## config.mk

```make
export PLATFORM = sky130hd
export DESIGN_NAME = clock_keypad
export DESIGN_NICKNAME = d
export VERILOG_FILES = /design/src/rtl/clock_keypad.sv
export SDC_FILE = /design/constraint.sdc
export NUM_CORES = 1
export LEC_CHECK = 0
export BUFFER_PORTS_ARGS = -buffer_cell sky130_fd_sc_hd__buf_2
export CAP_MARGIN = 20
export CORE_MARGIN = 1
export CORE_UTILIZATION = 30
export CTS_CLUSTER_DIAMETER = 80
export CTS_CLUSTER_SIZE = 25
export DETAILED_ROUTE_END_ITERATION = 16
export GPL_TIMING_DRIVEN = 1
export HOLD_SLACK_MARGIN = 0.08
export SLEW_MARGIN = 20
export SYNTH_ARGS = -nofsm -noshare
export SYNTH_HDL_FRONTEND = slang
export SYNTH_SLANG_ARGS = --single-unit
```

## constraint.sdc

```tcl
create_clock -name clk -period 2.6 [get_ports clk]
set_input_delay 0.52 -clock clk [delete_from_list [all_inputs] [get_ports clk]]
set_output_delay 0.52 -clock clk [all_outputs]
set_load 0.02 [all_outputs]
```

## src/rtl/clock_keypad.sv

```systemverilog
// Keypad front end for a clock: synchronized, debounced keys drive a RUN/SET_TIME/SET_DATE
// field-select FSM with +1/-1 step pulses. Define KEYPAD_AUTOREPEAT_EN to build up/down auto-repeat.
module clock_keypad #(
  parameter int DB_TICKS   = 20,
  parameter int RPT_DELAY  = 500,
  parameter int RPT_PERIOD = 100,
  parameter int IDLE_TICKS = 30000
) (
  input  logic       clk,
  input  logic       reset_n,
  input  logic       tick,
  input  logic       key_mode,
  input  logic       key_next,
  input  logic       key_up,
  input  logic       key_down,
  output logic [1:0] mode,
  output logic [5:0] select,
  output logic       button_inc,
  output logic       button_dec
);

  localparam int DW = $clog2(DB_TICKS + 1);
  localparam int IW = $clog2(IDLE_TICKS + 2);

  typedef enum logic [1:0] {
    ST_RUN      = 2'b00,
    ST_SET_TIME = 2'b01,
    ST_SET_DATE = 2'b10
  } state_t;

  // key index: 0 mode, 1 next, 2 up, 3 down
  logic [3:0]    sync1_r, sync2_r, db_r, press_r;
  logic [DW-1:0] db_cnt_r [4];
  logic [IW-1:0] idle_r;
  state_t        st_r, st_nx_s;
  logic [5:0]    sel_r, sel_nx_s;
  logic          inc_r, dec_r, inc_nx_s, dec_nx_s;
  logic          mode_ev_s, next_ev_s, up_ev_s, dn_ev_s, in_set_s, timeout_s;
  logic          rpt_inc_s, rpt_dec_s;

  // Two-flop synchronizers for the raw buttons.
  always_ff @(posedge clk or negedge reset_n) begin
    if (!reset_n) begin
      sync1_r <= 4'b0000;
      sync2_r <= 4'b0000;
    end else begin
      sync1_r <= {key_down, key_up, key_next, key_mode};
      sync2_r <= sync1_r;
    end
  end

  // Debounce: accept a level after DB_TICKS consecutive disagreeing ticks; flag 0->1 as a press.
  always_ff @(posedge clk or negedge reset_n) begin
    if (!reset_n) begin
      db_r    <= 4'b0000;
      press_r <= 4'b0000;
      for (int i = 0; i < 4; i++) db_cnt_r[i] <= {DW{1'b0}};
    end else begin
      for (int i = 0; i < 4; i++) begin
        press_r[i] <= 1'b0;
        if (tick) begin
          if (sync2_r[i] != db_r[i]) begin
            if (db_cnt_r[i] == DW'(DB_TICKS - 1)) begin
              db_r[i]     <= sync2_r[i];
              db_cnt_r[i] <= {DW{1'b0}};
              press_r[i]  <= sync2_r[i];
            end else begin
              db_cnt_r[i] <= db_cnt_r[i] + DW'(1);
            end
          end else begin
            db_cnt_r[i] <= {DW{1'b0}};
          end
        end
      end
    end
  end

  // Event arbitration, next state/select and step pulse requests.
  always_comb begin
    mode_ev_s = press_r[0];
    next_ev_s = press_r[1] & ~press_r[0];
    up_ev_s   = press_r[2] & ~press_r[3];
    dn_ev_s   = press_r[3] & ~press_r[2];
    in_set_s  = (st_r != ST_RUN);
    timeout_s = (IDLE_TICKS != 0) && in_set_s && (idle_r >= IW'(IDLE_TICKS));
    st_nx_s   = st_r;
    sel_nx_s  = sel_r;
    if (mode_ev_s) begin
      case (st_r)
        ST_RUN: begin
          st_nx_s  = ST_SET_TIME;
          sel_nx_s = 6'b000001;
        end
        ST_SET_TIME: begin
          st_nx_s  = ST_SET_DATE;
          sel_nx_s = 6'b001000;
        end
        default: begin
          st_nx_s  = ST_RUN;
          sel_nx_s = 6'b000000;
        end
      endcase
    end else if (timeout_s) begin
      st_nx_s  = ST_RUN;
      sel_nx_s = 6'b000000;
    end else if (next_ev_s && in_set_s) begin
      // the inactive group is all zero, so rotating both groups only moves the live one
      sel_nx_s = {sel_r[4], sel_r[3], sel_r[5], sel_r[1], sel_r[0], sel_r[2]};
    end else begin
      sel_nx_s = sel_r;
    end
    inc_nx_s = (up_ev_s & in_set_s) | rpt_inc_s;
    dec_nx_s = (dn_ev_s & in_set_s) | rpt_dec_s;
  end

  // Registered FSM state and outputs.
  always_ff @(posedge clk or negedge reset_n) begin
    if (!reset_n) begin
      st_r  <= ST_RUN;
      sel_r <= 6'b000000;
      inc_r <= 1'b0;
      dec_r <= 1'b0;
    end else begin
      st_r  <= st_nx_s;
      sel_r <= sel_nx_s;
      inc_r <= inc_nx_s;
      dec_r <= dec_nx_s;
    end
  end

  // Idle timeout counter, only live in the SET states.
  always_ff @(posedge clk or negedge reset_n) begin
    if (!reset_n) begin
      idle_r <= {IW{1'b0}};
    end else if (!in_set_s || (|press_r)) begin
      idle_r <= {IW{1'b0}};
    end else if (tick && (idle_r < IW'(IDLE_TICKS))) begin
      idle_r <= idle_r + IW'(1);
    end
  end

`ifdef KEYPAD_AUTOREPEAT_EN
  localparam int RMAX = (RPT_DELAY > RPT_PERIOD) ? RPT_DELAY : RPT_PERIOD;
  localparam int RW   = $clog2(RMAX + 1);

  logic          rpt_act_r, rpt_up_r, rpt_phase_r;
  logic [RW-1:0] rpt_cnt_r;
  logic [RW-1:0] rpt_lim_s;
  logic          rpt_held_s, rpt_fire_s;

  // Repeat fires while exactly the armed key is held and nothing cancels it this cycle.
  always_comb begin
    rpt_held_s = rpt_up_r ? (db_r[2] & ~db_r[3]) : (db_r[3] & ~db_r[2]);
    rpt_lim_s  = rpt_phase_r ? RW'(RPT_PERIOD - 1) : RW'(RPT_DELAY - 1);
    rpt_fire_s = rpt_act_r && rpt_held_s && in_set_s && !mode_ev_s && !timeout_s &&
                 tick && (rpt_cnt_r == rpt_lim_s);
    rpt_inc_s  = rpt_fire_s & rpt_up_r;
    rpt_dec_s  = rpt_fire_s & ~rpt_up_r;
  end

  // Repeat arming, cancellation and delay/period counting.
  always_ff @(posedge clk or negedge reset_n) begin
    if (!reset_n) begin
      rpt_act_r   <= 1'b0;
      rpt_up_r    <= 1'b0;
      rpt_phase_r <= 1'b0;
      rpt_cnt_r   <= {RW{1'b0}};
    end else if (mode_ev_s || timeout_s || !in_set_s) begin
      rpt_act_r <= 1'b0;
    end else if (up_ev_s || dn_ev_s) begin
      rpt_act_r   <= 1'b1;
      rpt_up_r    <= up_ev_s;
      rpt_phase_r <= 1'b0;
      rpt_cnt_r   <= {RW{1'b0}};
    end else if (rpt_act_r && !rpt_held_s) begin
      rpt_act_r <= 1'b0;
    end else if (rpt_act_r && tick) begin
      if (rpt_cnt_r == rpt_lim_s) begin
        rpt_cnt_r   <= {RW{1'b0}};
        rpt_phase_r <= 1'b1;
      end else begin
        rpt_cnt_r <= rpt_cnt_r + RW'(1);
      end
    end
  end
`else
  assign rpt_inc_s = 1'b0;
  assign rpt_dec_s = 1'b0;
`endif

  assign mode       = st_r;
  assign select     = sel_r;
  assign button_inc = inc_r;
  assign button_dec = dec_r;

endmodule
```

==> flow_metrics.py <==
metrics = {
    "power_and_ir_drop": {
        "clkPwrFrac_pct": 36.4,
        "switching_share_pct": 26.70,
        "power-per-cell-area_mw_per_mm2": 610.0,
        "p_leak_uw": 0.001437,
        "switchingPower_uw": 537.7,
        "pwr-share-comb_pct": 11.1,
        "sequentialPowerShare_pct": 52.5,
        "p_int_uw": 1476,
        "peakVddDrop_uv": 210.5,
    },
    "detailed_routing": {
        "vias": 2143,
        "wl_per_cell_um": 12.50,
        "post-route-drc-count": 0,
        "dr.pass1.iters": 4,
        "routed_wl_um": 5399,
        "routed_via_density": 4.961,
        "antenna_left": 0,
        "drt_iter0_markers": 96,
    },
    "min_path": {
        "min_path_type": "input port to register",
    },
    "synth": {
        "synth.net_count": 288,
        "ys.flop_type": "dfrtp_1",
        "synth_edf_count": 0,
        "syn-cell-area_mm2": 0.002884,
        "yosys.area.top_type": "dfrtp_1",
        "ys_ff_latch": 61,
        "ys_seq_area_share_pct": 52.93,
        "syn_inst": 275,
        "synth_area_per_cell_um2": 10.49,
        "yosysUniqueCellTypes": 43,
        "synthTopCellsByArea": "dfrtp_1 (53%), mux2i_1 (3.5%), inv_1 (3.3%)",
        "ys_async_sr_fraction_pct": 100.0,
        "synth_warnings": 0,
        "synth_top_area_share_pct": 52.93,
    },
    "cts": {
        "cts_inserted_buffers": 9,
        "cts-resized-gates": 0,
        "path_clk_slew_ns": 0.07,
        "cts_sinks": 61,
        "clock_latency_ns": 0.33,
        "cts.path.max_buffers": 2,
        "cts_tree": "yes",
        "cts-root-buf": "clkbuf_8",
        "htreeDepth": 3,
    },
    "global_route": {
        "grt_pass1_vias": 2031,
        "grt_max_degree": 37,
        "grt_pass1_wl_um": 9508,
        "overflow": 0,
        "gr-usage-all-layers_pct": 12.30,
        "antenna_found_initial": 0,
    },
    "finish": {
        "fin_util_pct": 35.55,
        "final_cell_mix": "dfrtp_1 (61), inv_1 (25), nand2_1 (17)",
        "nets": 313,
        "antennaDiodeCount": 0,
        "final_common_cell": "dfrtp_1",
        "drive_above_1_share_pct": 13.53,
        "finalNonFillerCells": 432,
        "area.growth.synth_to_final_pct": 14.45,
    },
    "sta": {
        "period_share_pct": 76.70,
        "fmax_mhz": 501.5,
        "finalSetupTns_ns": 0,
        "worstMarginPinSlew_ns": 0.7812,
        "clock_skew_ns": 0.008130,
        "relSlewSlack_pct": 47.09,
        "setup_viol": 0,
        "rsz0062_at_grt": "false",
        "final_max_slew_viol_count": 0,
        "hold_viol": 0,
        "finalCriticalPeriod_ns": 1.994,
    },
    "placed_design": {
        "place_congestion": 0.7198,
        "dp_hpwl_um": 3737,
        "portBuffers": 16,
        "place_inst": 417,
    },
    "die": {
        "io_pins": 17,
        "coreArea_mm2": 0.009284,
        "initial_utilization_pct": 31.06,
        "die_w_um": 100.0,
        "std_cell_rows": 35,
        "die_y_um": 100.0,
        "die_area_mm2": 0.01001,
    },
    "critical_path": {
        "arrival_ns": 2.26,
        "endpoint_kind": "register",
        "cp_slowest_stage_delay_ns": 0.50,
        "crit_family": "compound AO/OA/AOI/OAI gates",
        "worstPathCellList": "a2111oi_2, o31ai_2, buf_4, or4_1, a21oi_1",
        "critPathRequiredTime_ns": 2.86,
        "critical_path_peak_fanout": 18,
        "path_class": "register to register",
        "critical-path-slowest-cell": "a2111oi_2",
        "critPathBufInv": 1,
        "cp-start-kind": "register",
    },
    "job": {
        "drv_cap": 0,
    },
    "run_status": {
        "status": "finished, final reports clean",
    },
}
[kinds of logic after synthesis]
group | after synthesis | synth area share (%)
AO/OA/AOI/OAI | 68 | 15.62
XOR/XNOR | 9 | 2.733
adder cells (fa/ha/maj) | 6 | 2.603
buffers and inverters | 34 | 4.816
flip-flops | 61 | 52.93
multiplexers | 14 | 5.033
AND/OR/NAND/NOR | 83 | 16.27
[layout make-up]
class	count	area, µm²
Fill cell	939	5983
Sequential cell	61	1526
Multi-Input combinational cell	180	1219
Tap cell	129	161.4
Clock buffer	12	155.1
Timing Repair Buffer	23	135.1
Inverter	25	93.84
Clock inverter	2	10.01
[sequential cells by signal (all words and copies together), names as in the netlist]
register / cells
press_r: 4
mode: 2
button_dec: 1
sync1_r: 4
db_r: 4
button_inc: 1
db_cnt_r: 20
idle_r: 15
select: 6
sync2_r: 4
[power by group through the flow]
stage,Clock (µW),Combinational [µW],Sequential [µW]
6_report,733,224,1060
5_1_grt,814,262,1070
2_1_floorplan,0,153,1070
3_5_place_dp,0,225,1070
3_3_place_gp,0,222,1070
4_1_cts,754,229,1060
[final timing paths]
check,from,end,slack (ns),cells after the start
min in group asynchronous,reset_n,db_cnt_r[8],0.61,2
hold / removal,key_up,sync1_r[2],0.29,1
hold reg to reg,sync1_r[0],sync2_r[0],0.35,0
setup reg to reg,idle_r[4],idle_r[9],0.61,5
max in group asynchronous,reset_n,db_cnt_r[17],1.33,3
setup / recovery,idle_r[4],idle_r[9],0.61,5
[worst register-to-register path, delay by kind of cell (launching register included)]
family | cells | cell delay (ns)
flip-flops | 1 | 0.44
AND/OR/NAND/NOR | 1 | 0.48
buffers and inverters | 1 | 0.21
AO/OA/AOI/OAI | 3 | 0.79
[per-layer routing]
metal | GRT usage [%] | wire (µm) | vias up
li1 | - | - | 1056
met1 | 16.10 | 2670 | 1049
met2 | 19.05 | 2434 | 30
met3 | 3.064 | 179 | 8
met4 | 6.020 | 114 | 0
met5 | 0 | 0 | -
[repair_timing]
action,CTS,global route
hold endpoints to repair,10,0
buffers inserted,0,0
hold buffers,1,0
[cells in the mapped netlist (3+ instances only)]
library cell and count:
a21oi_1 11, or4_1 9, nand2b_1 5, dfrtp_1 61, o31ai_1 10, or3_1 6
nand2_1 17, nand4_1 5, mux2_2 4, a22oi_1 3, mux2i_1 10, xnor2_1 5
nor3_1 4, o22ai_1 10, inv_1 25, clkbuf_1 5, nor2_1 8, o21a_1 5
o21ai_0 16, and3_1 4, ha_1 6, nand3_1 11, xor2_1 4, nor3b_1 6
[metrics by stage]
stage	setup WS, ns	total power (µW)	cell area, µm²	hold WS [ns]
floorplan	0.7112	1221	2884	0.2244
global placement	0.6784	1295	3126	0.3336
detailed placement	0.5951	1299	3126	0.3356
CTS	0.5973	2040	3301	0.2799
global route	0.4965	2142	3301	0.2792
finish	0.6059	2013	3301	0.2938
Note: power is estimated with default switching activity, not from simulation.
